## src/rtl/uart_pkg.sv

```systemverilog
`default_nettype none
// ============================================================================
// Package  : uart_pkg
// Brief    : Shared constants and helpers for the UART receive path.
// Revision : 1.0
// ============================================================================
package uart_pkg;

  localparam logic [2:0] ST_IDLE    = 3'd0;
  localparam logic [2:0] ST_START   = 3'd1;
  localparam logic [2:0] ST_DATA    = 3'd2;
  localparam logic [2:0] ST_PARITY  = 3'd3;
  localparam logic [2:0] ST_STOP    = 3'd4;
  localparam logic [2:0] ST_DELIVER = 3'd5;
  localparam logic [2:0] ST_BREAK   = 3'd6;

  localparam int PARITY_NONE = 0;
  localparam int PARITY_EVEN = 1;
  localparam int PARITY_ODD  = 2;

  function automatic int uart_clog2(input int value);
    int w;
    w = 0;
    for (int i = 0; i < 31; i++) begin
      if ((1 << i) < value) w = i + 1;
    end
    return w;
  endfunction

endpackage
`default_nettype wire

```

## src/rtl/uart_rx_sampler.sv

```systemverilog
`default_nettype none
// ============================================================================
// Module   : uart_rx_sampler
// Brief    : rxd synchroniser, oversample tick counter and bit-centre sampler.
//            Define UART_RX_MAJORITY_EN for a 2-of-3 vote around the centre.
// Revision : 1.0
// ============================================================================
module uart_rx_sampler
  import uart_pkg::*;
#(
  parameter int OVERSAMPLE = 16
) (
  input  logic divclk,
  input  logic rst,
  input  logic rxd,
  input  logic cnt_clr,
  input  logic half_bit,
  output logic rxs,
  output logic sample_strobe,
  output logic sample_bit
);

  localparam int                c_tw   = uart_clog2(OVERSAMPLE);
  localparam logic [c_tw-1:0]   c_full = c_tw'(OVERSAMPLE - 1);
  localparam logic [c_tw-1:0]   c_half = c_tw'(OVERSAMPLE / 2 - 1);

  logic            r_sync1;
  logic            r_rxs;
  logic [c_tw-1:0] r_tcnt;
  logic            w_centre;

  assign w_centre = !cnt_clr && (r_tcnt == (half_bit ? c_half : c_full));
  assign rxs      = r_rxs;

  always_ff @(posedge divclk or negedge rst) begin
    if (!rst) begin
      r_sync1 <= 1'b1;
      r_rxs   <= 1'b1;
      r_tcnt  <= '0;
    end else begin
      r_sync1 <= rxd;
      r_rxs   <= r_sync1;
      // Wrapping at the centre keeps every later centre exactly one bit apart
      if (cnt_clr || w_centre) r_tcnt <= '0;
      else                     r_tcnt <= r_tcnt + c_tw'(1);
    end
  end

`ifdef UART_RX_MAJORITY_EN
  logic [1:0] r_hist;
  logic       r_strobe_d;

  always_ff @(posedge divclk or negedge rst) begin
    if (!rst) begin
      r_hist     <= 2'b11;
      r_strobe_d <= 1'b0;
    end else begin
      r_hist     <= {r_hist[0], r_rxs};
      r_strobe_d <= w_centre;
    end
  end

  // One cycle after the centre: r_hist holds centre-1/centre, r_rxs is centre+1
  assign sample_strobe = r_strobe_d && !cnt_clr;
  assign sample_bit    = (r_hist[1] & r_hist[0]) | (r_hist[1] & r_rxs) | (r_hist[0] & r_rxs);
`else
  assign sample_strobe = w_centre;
  assign sample_bit    = r_rxs;
`endif

endmodule
`default_nettype wire

```

## src/rtl/uart_rx_param.sv

```systemverilog
`default_nettype none
// ============================================================================
// Module   : uart_rx_param
// Brief    : Parametrised UART receiver with valid/ready holding register.
//            Majority sampling selected by UART_RX_MAJORITY_EN.
// Revision : 1.0
// ============================================================================
module uart_rx_param
  import uart_pkg::*;
#(
  parameter int DATA_BITS   = 8,
  parameter int OVERSAMPLE  = 16,
  parameter int STOP_BITS   = 1,
  parameter int PARITY_MODE = 0,
  parameter int LSB_FIRST   = 1
) (
  input  logic                 divclk,
  input  logic                 rst,
  input  logic                 rxd,
  output logic [DATA_BITS-1:0] rx_data,
  output logic                 rx_valid,
  input  logic                 rx_ready,
  output logic                 parity_err,
  output logic                 frame_err,
  output logic                 overrun,
  output logic                 busy,
  output logic [2:0]           state
);

  localparam int              c_bw       = uart_clog2(DATA_BITS + 1);
  localparam logic [c_bw-1:0] c_last_bit = c_bw'(DATA_BITS - 1);

  logic [2:0]           r_state;
  logic [c_bw-1:0]      r_bcnt;
  logic                 r_scnt;
  logic [DATA_BITS-1:0] r_sr;
  logic                 r_perr;
  logic                 r_ferr;

  logic w_rxs, w_strobe, w_bit;
  logic w_par_err, w_ferr_now, w_stop_last, w_to_break, w_load_evt, w_ferr_load;

  uart_rx_sampler #(
    .OVERSAMPLE (OVERSAMPLE)
  ) u_sampler (
    .divclk        (divclk),
    .rst           (rst),
    .rxd           (rxd),
    .cnt_clr       (r_state == ST_IDLE),
    .half_bit      (r_state == ST_START),
    .rxs           (w_rxs),
    .sample_strobe (w_strobe),
    .sample_bit    (w_bit)
  );

  assign w_par_err   = ((^r_sr) ^ w_bit) != (PARITY_MODE == PARITY_ODD);
  assign w_ferr_now  = r_ferr | ~w_bit;
  assign w_stop_last = (r_state == ST_STOP) && w_strobe && (r_scnt == 1'(STOP_BITS - 1));
  assign w_to_break  = w_stop_last && w_ferr_now && !w_rxs;
  // A framed-out word is handed over as the FSM enters BREAK, so its flag is visible
  assign w_load_evt  = (r_state == ST_DELIVER) || w_to_break;
  assign w_ferr_load = (r_state == ST_DELIVER) ? r_ferr : 1'b1;

  assign busy  = (r_state != ST_IDLE);
  assign state = r_state;

  always_ff @(posedge divclk or negedge rst) begin
    if (!rst) begin
      r_state <= ST_IDLE;
      r_bcnt  <= '0;
      r_scnt  <= 1'b0;
      r_sr    <= '0;
      r_perr  <= 1'b0;
      r_ferr  <= 1'b0;
    end else begin
      case (r_state)
        ST_IDLE: begin
          r_perr <= 1'b0;
          r_ferr <= 1'b0;
          if (!w_rxs) r_state <= ST_START;
        end
        ST_START: if (w_strobe) begin
          r_bcnt  <= '0;
          r_state <= w_bit ? ST_IDLE : ST_DATA;
        end
        ST_DATA: if (w_strobe) begin
          if (LSB_FIRST != 0) r_sr <= {w_bit, r_sr[DATA_BITS-1:1]};
          else                r_sr <= {r_sr[DATA_BITS-2:0], w_bit};
          r_bcnt <= r_bcnt + c_bw'(1);
          r_scnt <= 1'b0;
          if (r_bcnt == c_last_bit)
            r_state <= (PARITY_MODE != PARITY_NONE) ? ST_PARITY : ST_STOP;
        end
        ST_PARITY: if (w_strobe) begin
          r_perr  <= w_par_err;
          r_state <= ST_STOP;
        end
        ST_STOP: if (w_strobe) begin
          r_ferr <= w_ferr_now;
          r_scnt <= r_scnt + 1'b1;
          if (w_stop_last) r_state <= w_to_break ? ST_BREAK : ST_DELIVER;
        end
        ST_DELIVER: r_state <= ST_IDLE;
        ST_BREAK:   if (w_rxs) r_state <= ST_IDLE;
        default:    r_state <= ST_IDLE;
      endcase
    end
  end

  always_ff @(posedge divclk or negedge rst) begin
    if (!rst) begin
      rx_data    <= '0;
      rx_valid   <= 1'b0;
      parity_err <= 1'b0;
      frame_err  <= 1'b0;
      overrun    <= 1'b0;
    end else begin
      overrun <= 1'b0;
      if (w_load_evt) begin
        if (!rx_valid || rx_ready) begin
          rx_data    <= r_sr;
          parity_err <= r_perr;
          frame_err  <= w_ferr_load;
          rx_valid   <= 1'b1;
        end else begin
          overrun <= 1'b1;
        end
      end else if (rx_valid && rx_ready) begin
        rx_valid <= 1'b0;
      end
    end
  end

endmodule
`default_nettype wire

```

## config.mk

```make
export PLATFORM = sky130hd
export DESIGN_NAME = uart_rx_param
export DESIGN_NICKNAME = d
export VERILOG_FILES = /design/src/rtl/uart_pkg.sv /design/src/rtl/uart_rx_sampler.sv /design/src/rtl/uart_rx_param.sv
export SDC_FILE = /design/constraint.sdc
export NUM_CORES = 1
export LEC_CHECK = 0
export CAP_MARGIN = 30
export CELL_PAD_IN_SITES_DETAIL_PLACEMENT = 1
export CELL_PAD_IN_SITES_GLOBAL_PLACEMENT = 2
export CORE_UTILIZATION = 41
export DETAILED_ROUTE_END_ITERATION = 12
export DONT_BUFFER_PORTS = 1
export PLACE_DENSITY_LB_ADDON = 0.1
export REMOVE_ABC_BUFFERS = 1
export SYNTH_ARGS = -nofsm -noshare
export SYNTH_HDL_FRONTEND = slang
export SYNTH_HIERARCHICAL = 1
export SYNTH_SLANG_ARGS = --single-unit
```

## constraint.sdc

```tcl
create_clock -name divclk -period 2.98 [get_ports divclk]
set_clock_uncertainty 0.15 [all_clocks]
set_input_delay 0.596 -clock divclk [delete_from_list [all_inputs] [get_ports divclk]]
set_output_delay 0.596 -clock divclk [all_outputs]
set_load 0.03 [all_outputs]
```

### Word level (Yosys, flattened, before mapping)

Index checks and enable logic that the tools add are counted.

* output and inout port bits: 16
* register bits after elaboration: 36
* logic and storage cells: 95
* bits of input ports: 4

* reductions and logical operators: 28
* add/sub/neg operators: 3
* equal/unequal tests: 17
* mux-type cells: 29
* bitwise logic cells: 4

Operators with widths (number)
* $mux W3: 8
* $pmux W3 S6: 1
* $mux W4: 4
* $mux W1: 10
* $ne A2 B1 Y1 const B: 5
* $reduce_and A2 Y1: 5
* $reduce_bool A2 Y1: 5
* $eq A3 B3 Y1 const B: 3
* $add A4 B1 Y4 const B: 2
* $ne A2 B2 Y1 const B: 4
* $pmux W4 S2: 1
* $reduce_and A8 Y1: 1
* $reduce_xor A8 Y1: 1
* $eq A3 B2 Y1 const B: 2
* $logic_and A1 B1 Y1: 6
* $pmux W1 S2: 3
* $reduce_and A3 Y1: 2
* $eq A4 B3 Y1 const B: 1
* $eq A4 B4 Y1: 1
* $mux W2: 2
* $eq A3 B1 Y1 const B: 1
* $logic_not A1 Y1: 3
* $logic_not A3 Y1: 1
* $logic_or A1 B1 Y1: 3
* 5 further kinds: 6

### Logic depth before layout (Yosys ltp)

* depth in word-level cells: 12
* depth in mapped cells: 10
* mapped depth without buffers: 9

### By module

Netlist, hierarchy kept.

By module, submodules not included
* uart_rx_param: times used 1, area each 1478.9 µm², seq. area each 750.7 µm², cells each 130
* uart_rx_sampler: times used 1, area each 242.7 µm², seq. area each 152.6 µm², cells each 20

### Least setup slack after synthesis

OpenSTA, ideal clock, no wires.

* path type: reg2reg
* start: reg r_state[1], in the netlist state[1]
* end: reg rx_data[0]
* setup slack: 0.074 ns
* clock period less this slack: 2.906 ns
* arrival: 2.631 ns
* stages on the path, launching flop included: 11
* setup time: 0.125 ns
* buffers on the path: 2
* cell sequence: dfrtp_1 clkbuf_1 nor2_1 xor2_1 nand3_1 nor2_1 nand3b_1 o41a_1 or2_1 buf_6 mux2_4

* cells in the longest elaborated chain, start to end: 10

RTL lines
* from (decl): line uart_rx_param.sv:33 `logic [2:0] r_state;`
* from (signal assigned): line uart_rx_param.sv:84 `r_state <= w_bit ? ST_IDLE : ST_DATA;`
* from (signal assigned): line uart_rx_param.sv:92 `r_state <= (PARITY_MODE != PARITY_NONE) ? ST_PARITY : ST_STOP;`
* from (signal assigned): line uart_rx_param.sv:101 `if (w_stop_last) r_state <= w_to_break ? ST_BREAK : ST_DELIVER;`
* $eq A3 B1 Y1: line uart_rx_param.sv:50 `.half_bit (r_state == ST_START),`
* $mux W4: line uart_rx_sampler.sv:32 `assign w_centre = !cnt_clr && (r_tcnt == (half_bit ? c_half : c_full));`
* $eq A4 B4 Y1: line uart_rx_sampler.sv:32
* $logic_and A1 B1 Y1 *: line uart_rx_sampler.sv:32
* net w_strobe: line uart_rx_param.sv:40 `logic w_rxs, w_strobe, w_bit;`
* $logic_and A1 B1 Y1 * (2 in a row): line uart_rx_param.sv:58 `assign w_stop_last = (r_state == ST_STOP) && w_strobe && (r_scnt == 1'(STOP_BITS - 1));`
* $logic_and A1 B1 Y1 * (2 in a row): line uart_rx_param.sv:59 `assign w_to_break = w_stop_last && w_ferr_now && !w_rxs;`
* $logic_or A1 B1 Y1 *: line uart_rx_param.sv:61 `assign w_load_evt = (r_state == ST_DELIVER) || w_to_break;`
* $reduce_and A2 Y1 (no source line) *
* to (signal assigned): line uart_rx_param.sv:121 `rx_data <= r_sr;`
* to (decl): line uart_rx_param.sv:20 `output logic [DATA_BITS-1:0] rx_data,`

Mark *: on every way through the listed nets, which the timed path passes. The rest lies on a longest branch.
A chain may end at the register's enable or synchronous reset.

### Final worst setup path

* start: reg r_state[2], in the netlist state[2]
* end: reg rx_data[1]

The elaborated chain is that of the path after synthesis.

==> impl_metrics.json <==
{
  "synth_xor_area_share_pct": 5.887,
  "synth_adder_area_share_pct": 1.453,
  "peakVddDrop_mv": 0.3071,
  "finalCritPeriodShare_pct": 90.72,
  "htreeDepth": 2,
  "p_per_area_nw_per_um2": 770.7,
  "worstSetupPathType": "reg2reg",
  "dieArea_um2": 4462,
  "ys.warnings.count": 6,
  "cts_tree": "built",
  "worstPathRequired_ns": 3.00,
  "gr-total-overflow": 0,
  "instances_no_fill": 210,
  "synth_top_family_by_area": "multiplexers",
  "via_per_inst": 5.367,
  "floorplan.initialDensity_pct": 42.73,
  "synth_mux_area_share_pct": 13.44,
  "ios": 20,
  "fill_cells": 448,
  "cap_violations": 0,
  "fin_util_pct": 47.67,
  "cp_max_fo": 10,
  "dp_cells": 200,
  "p_leak_nw": 0.9015,
  "ys_seq_area_share_pct": 52.47,
  "dpl.hpwl_mm": 2.327,
  "die_w_um": 66.80,
  "cts_sinks": 36,
  "ff2ff_setup_slack_ns": 0.28,
  "post_cts_buffers": 0,
  "track_usage_pct": 18.35,
  "slew_headroom_pct": 77.68,
  "antennaDiodeCount": 0,
  "wirelength_mm": 3.347,
  "period_minus_slack_ns": 2.703,
  "final_nets": 165,
  "ff2ff_path_depth": 9,
  "cts_made_buffers": 5,
  "synth_simple_gate_area_share_pct": 12.79,
  "grt_pass1_wl_mm": 5.899,
  "path_cells": "nand2b_1 > nor2_1 > xor2_1 > nand3_1 > nor2_1 > nand3b_1 > o41a_1 > or2_4 > mux2_4",
  "regArea_um2": 903.4,
  "netlist_area_um2": 1722,
  "worstReg2RegStart": "state[2]",
  "synth.avg_cell_area_um2": 11.48,
  "setup_viol": 0,
  "synthToLayoutAreaGrowth_pct": 11.56,
  "hold_viol_final": 0,
  "cts_buffer_depth": 2,
  "ant_nets": 0,
  "switchingPower_mw": 0.5305,
  "comb_power_share_pct": 30.6,
  "rsz0062_at_grt": "false",
  "whs_ns": 0.1544,
  "drv_slew": 0,
  "whs_path_depth": 0,
  "route.vias.total": 1127,
  "outcome": "finished, final reports clean",
  "synth_compound_area_share_pct": 10.17,
  "netlist-cell-type-count": 41,
  "cp-end-kind": "flop",
  "synth_cells": 150,
  "p_int_mw": 0.9497,
  "cp_slowest_cell": "dfrtp_1",
  "die_height_um": 66.80,
  "grt_max_degree": 37,
  "place_area_um2": 1794,
  "cp.arrival_ns": 2.73,
  "insertion_delay_ns": 0.29,
  "worst_pin_slew_ns": 0.3348,
  "cp_slowest_stage_delay_ns": 0.50,
  "path_clk_slew_ns": 0.07,
  "antenna_found_initial": 0,
  "ys.flop_type": "dfrtp_1",
  "drt_pass1_iterations": 2,
  "startpoint": "state[2]",
  "synth-seq-cells": 36,
  "portBuffers": 0,
  "drive_gt1_share_pct": 23.13,
  "async_flop_share_pct": 100.0,
  "p_seq_share_pct": 45.0,
  "hold_class": "in2reg",
  "std_cell_rows": 23,
  "p_sw_share_pct": 35.84,
  "r2r-end": "rx_data[1]",
  "holdCritStartpoint": "rxd",
  "cp-start-kind": "flop",
  "fmax_mhz": 369.9,
  "clockRootBuffer": "clkbuf_8",
  "multiInputGateArea_um2": 755.7,
  "grt_pass1_vias": 1221,
  "core_um2": 4029,
  "crit_path_frequent_cell": "nor2_1",
  "endpoint": "rx_data[1]",
  "drcViolationCount": 0,
  "clockPowerShare_pct": 24.4,
  "synth-edff-count": 0,
  "gp_congestion": 0.7307,
  "wl_per_cell_um": 15.94,
  "finalInstanceArea_um2": 1921,
  "dr.first_iter.drc_count": 60
}
## flip-flops by register name (all words and copies together) (netlist names)
| register | count |
|---|---|
| rx_valid | 1 |
| overrun | 1 |
| parity_err | 1 |
| frame_err | 1 |
| r_bcnt | 4 |
| r_ferr | 1 |
| u_sampler/rxs | 1 |
| r_sr | 8 |
| r_perr | 1 |
| u_sampler/r_tcnt | 4 |
| u_sampler/r_sync1 | 1 |
| state | 3 |
| rx_data | 8 |
| r_scnt | 1 |
## synthesized netlist by cell type (2+ instances only)
| cell type | count | area share [%] |
|---|---|---|
| dfstp_2 | 2 | 3.1 |
| o21ai_0 | 9 | 2.6 |
| nor2b_1 | 3 | 1.1 |
| dfrtp_1 | 34 | 49 |
| a21oi_1 | 6 | 1.7 |
| ha_1 | 2 | 1.5 |
| nand3b_1 | 2 | 0.87 |
| inv_1 | 7 | 1.5 |
| xor2_1 | 4 | 2.0 |
| or2_1 | 2 | 0.73 |
| clkbuf_1 | 3 | 0.65 |
| mux2_2 | 9 | 5.9 |
| nand3_1 | 5 | 1.5 |
| nor3_1 | 5 | 1.5 |
| a31oi_1 | 2 | 0.73 |
| mux2_4 | 8 | 7.0 |
| nor2_1 | 11 | 2.4 |
| nand2_1 | 5 | 1.1 |
| xnor2_1 | 5 | 2.5 |
| nand2b_1 | 4 | 1.5 |
| o32ai_1 | 2 | 1.0 |
## timing repair
item,CTS,global route
gates resized for setup,0,2
endpoints found under the setup margin,0,8
hold buffers,2,0
endpoints found under the hold margin,36,0
## worst max-delay path, delay by kind of cell (launching register included)
kind | cells | cell delay [ns]
multiplexers | 1 | 0.32
XOR/XNOR | 1 | 0.20
flip-flops | 1 | 0.50
AO/OA/AOI/OAI | 1 | 0.38
AND/OR/NAND/NOR | 6 | 1.04
## through the flow
step           setup WS, ns  setup TNS (ns)  power [mW]
6_report             0.2766               0       1.480
2_1_floorplan      -0.07099         -0.5679      0.9964
4_1_cts             0.07328               0       1.504
3_3_place_gp         0.1680               0       1.110
3_5_place_dp        0.09641               0       1.126
5_1_grt             0.09414               0       1.606
## worst min-delay path by stage
| stage | endpoint | slack (ns) |
|---|---|---|
| 4_1_cts | u_sampler/r_sync1 | 0.14 |
| 3_3_place_gp | overrun | 0.15 |
| 6_report | u_sampler/r_sync1 | 0.15 |
| 2_1_floorplan | frame_err | 0.15 |
| 5_1_grt | u_sampler/r_sync1 | 0.13 |
| 3_5_place_dp | overrun | 0.15 |
## kinds of logic after synthesis
group / count (synthesis)
xor gates and xnor gates: 10
AOI/OAI and AO/OA: 28
muxes: 18
adders and majority gates: 2
and+or+nand+nor: 42
DFF: 36
buffers and inverters: 14
## final cells by class
class                      instances  share of cell area (%)
inverter                           8                   1.564
timing repair buffer               8                   3.909
sequential                        36                   47.04
clock inverter                     1                  0.3909
multi-input combinational        100                   39.35
tap                               50                   3.257
clock buffer                       7                   4.495
## power groups by stage
stage,registers (mW),logic [mW],clock network [mW]
floorplan,0.708,0.288,0
CTS,0.667,0.465,0.372
detailed placement,0.676,0.450,0
global placement,0.673,0.437,0
finish,0.666,0.453,0.361
global route,0.681,0.527,0.398
## placed cells by master, fill, tap and decap left out, types with 2 or more instances in the layout
cell type   n
o21ai_0     9
xnor2_1     5
nand3_1     5
a31oi_1     2
nand2_1     5
dfrtp_1    34
a21oi_1     6
mux2_2      9
o32ai_1     2
nor3_1      5
nand3b_1    2
nand2b_1    4
mux2_4      8
dfstp_2     2
xor2_1      4
clkbuf_8    6
nor2_1     11
nor2b_1     3
inv_1       7
ha_1        2
buf_4       6
## routing by layer
layer / up-vias / global-route usage [%] / wire length, um
met5: - / 0 / 0
met1: 564 / 22.79 / 1566
met3: 4 / 5.822 / 124
li1: 542 / - / -
met4: 0 / 7.181 / 43
met2: 17 / 29.29 / 1612
Note: power is estimated with default switching activity, not from simulation.
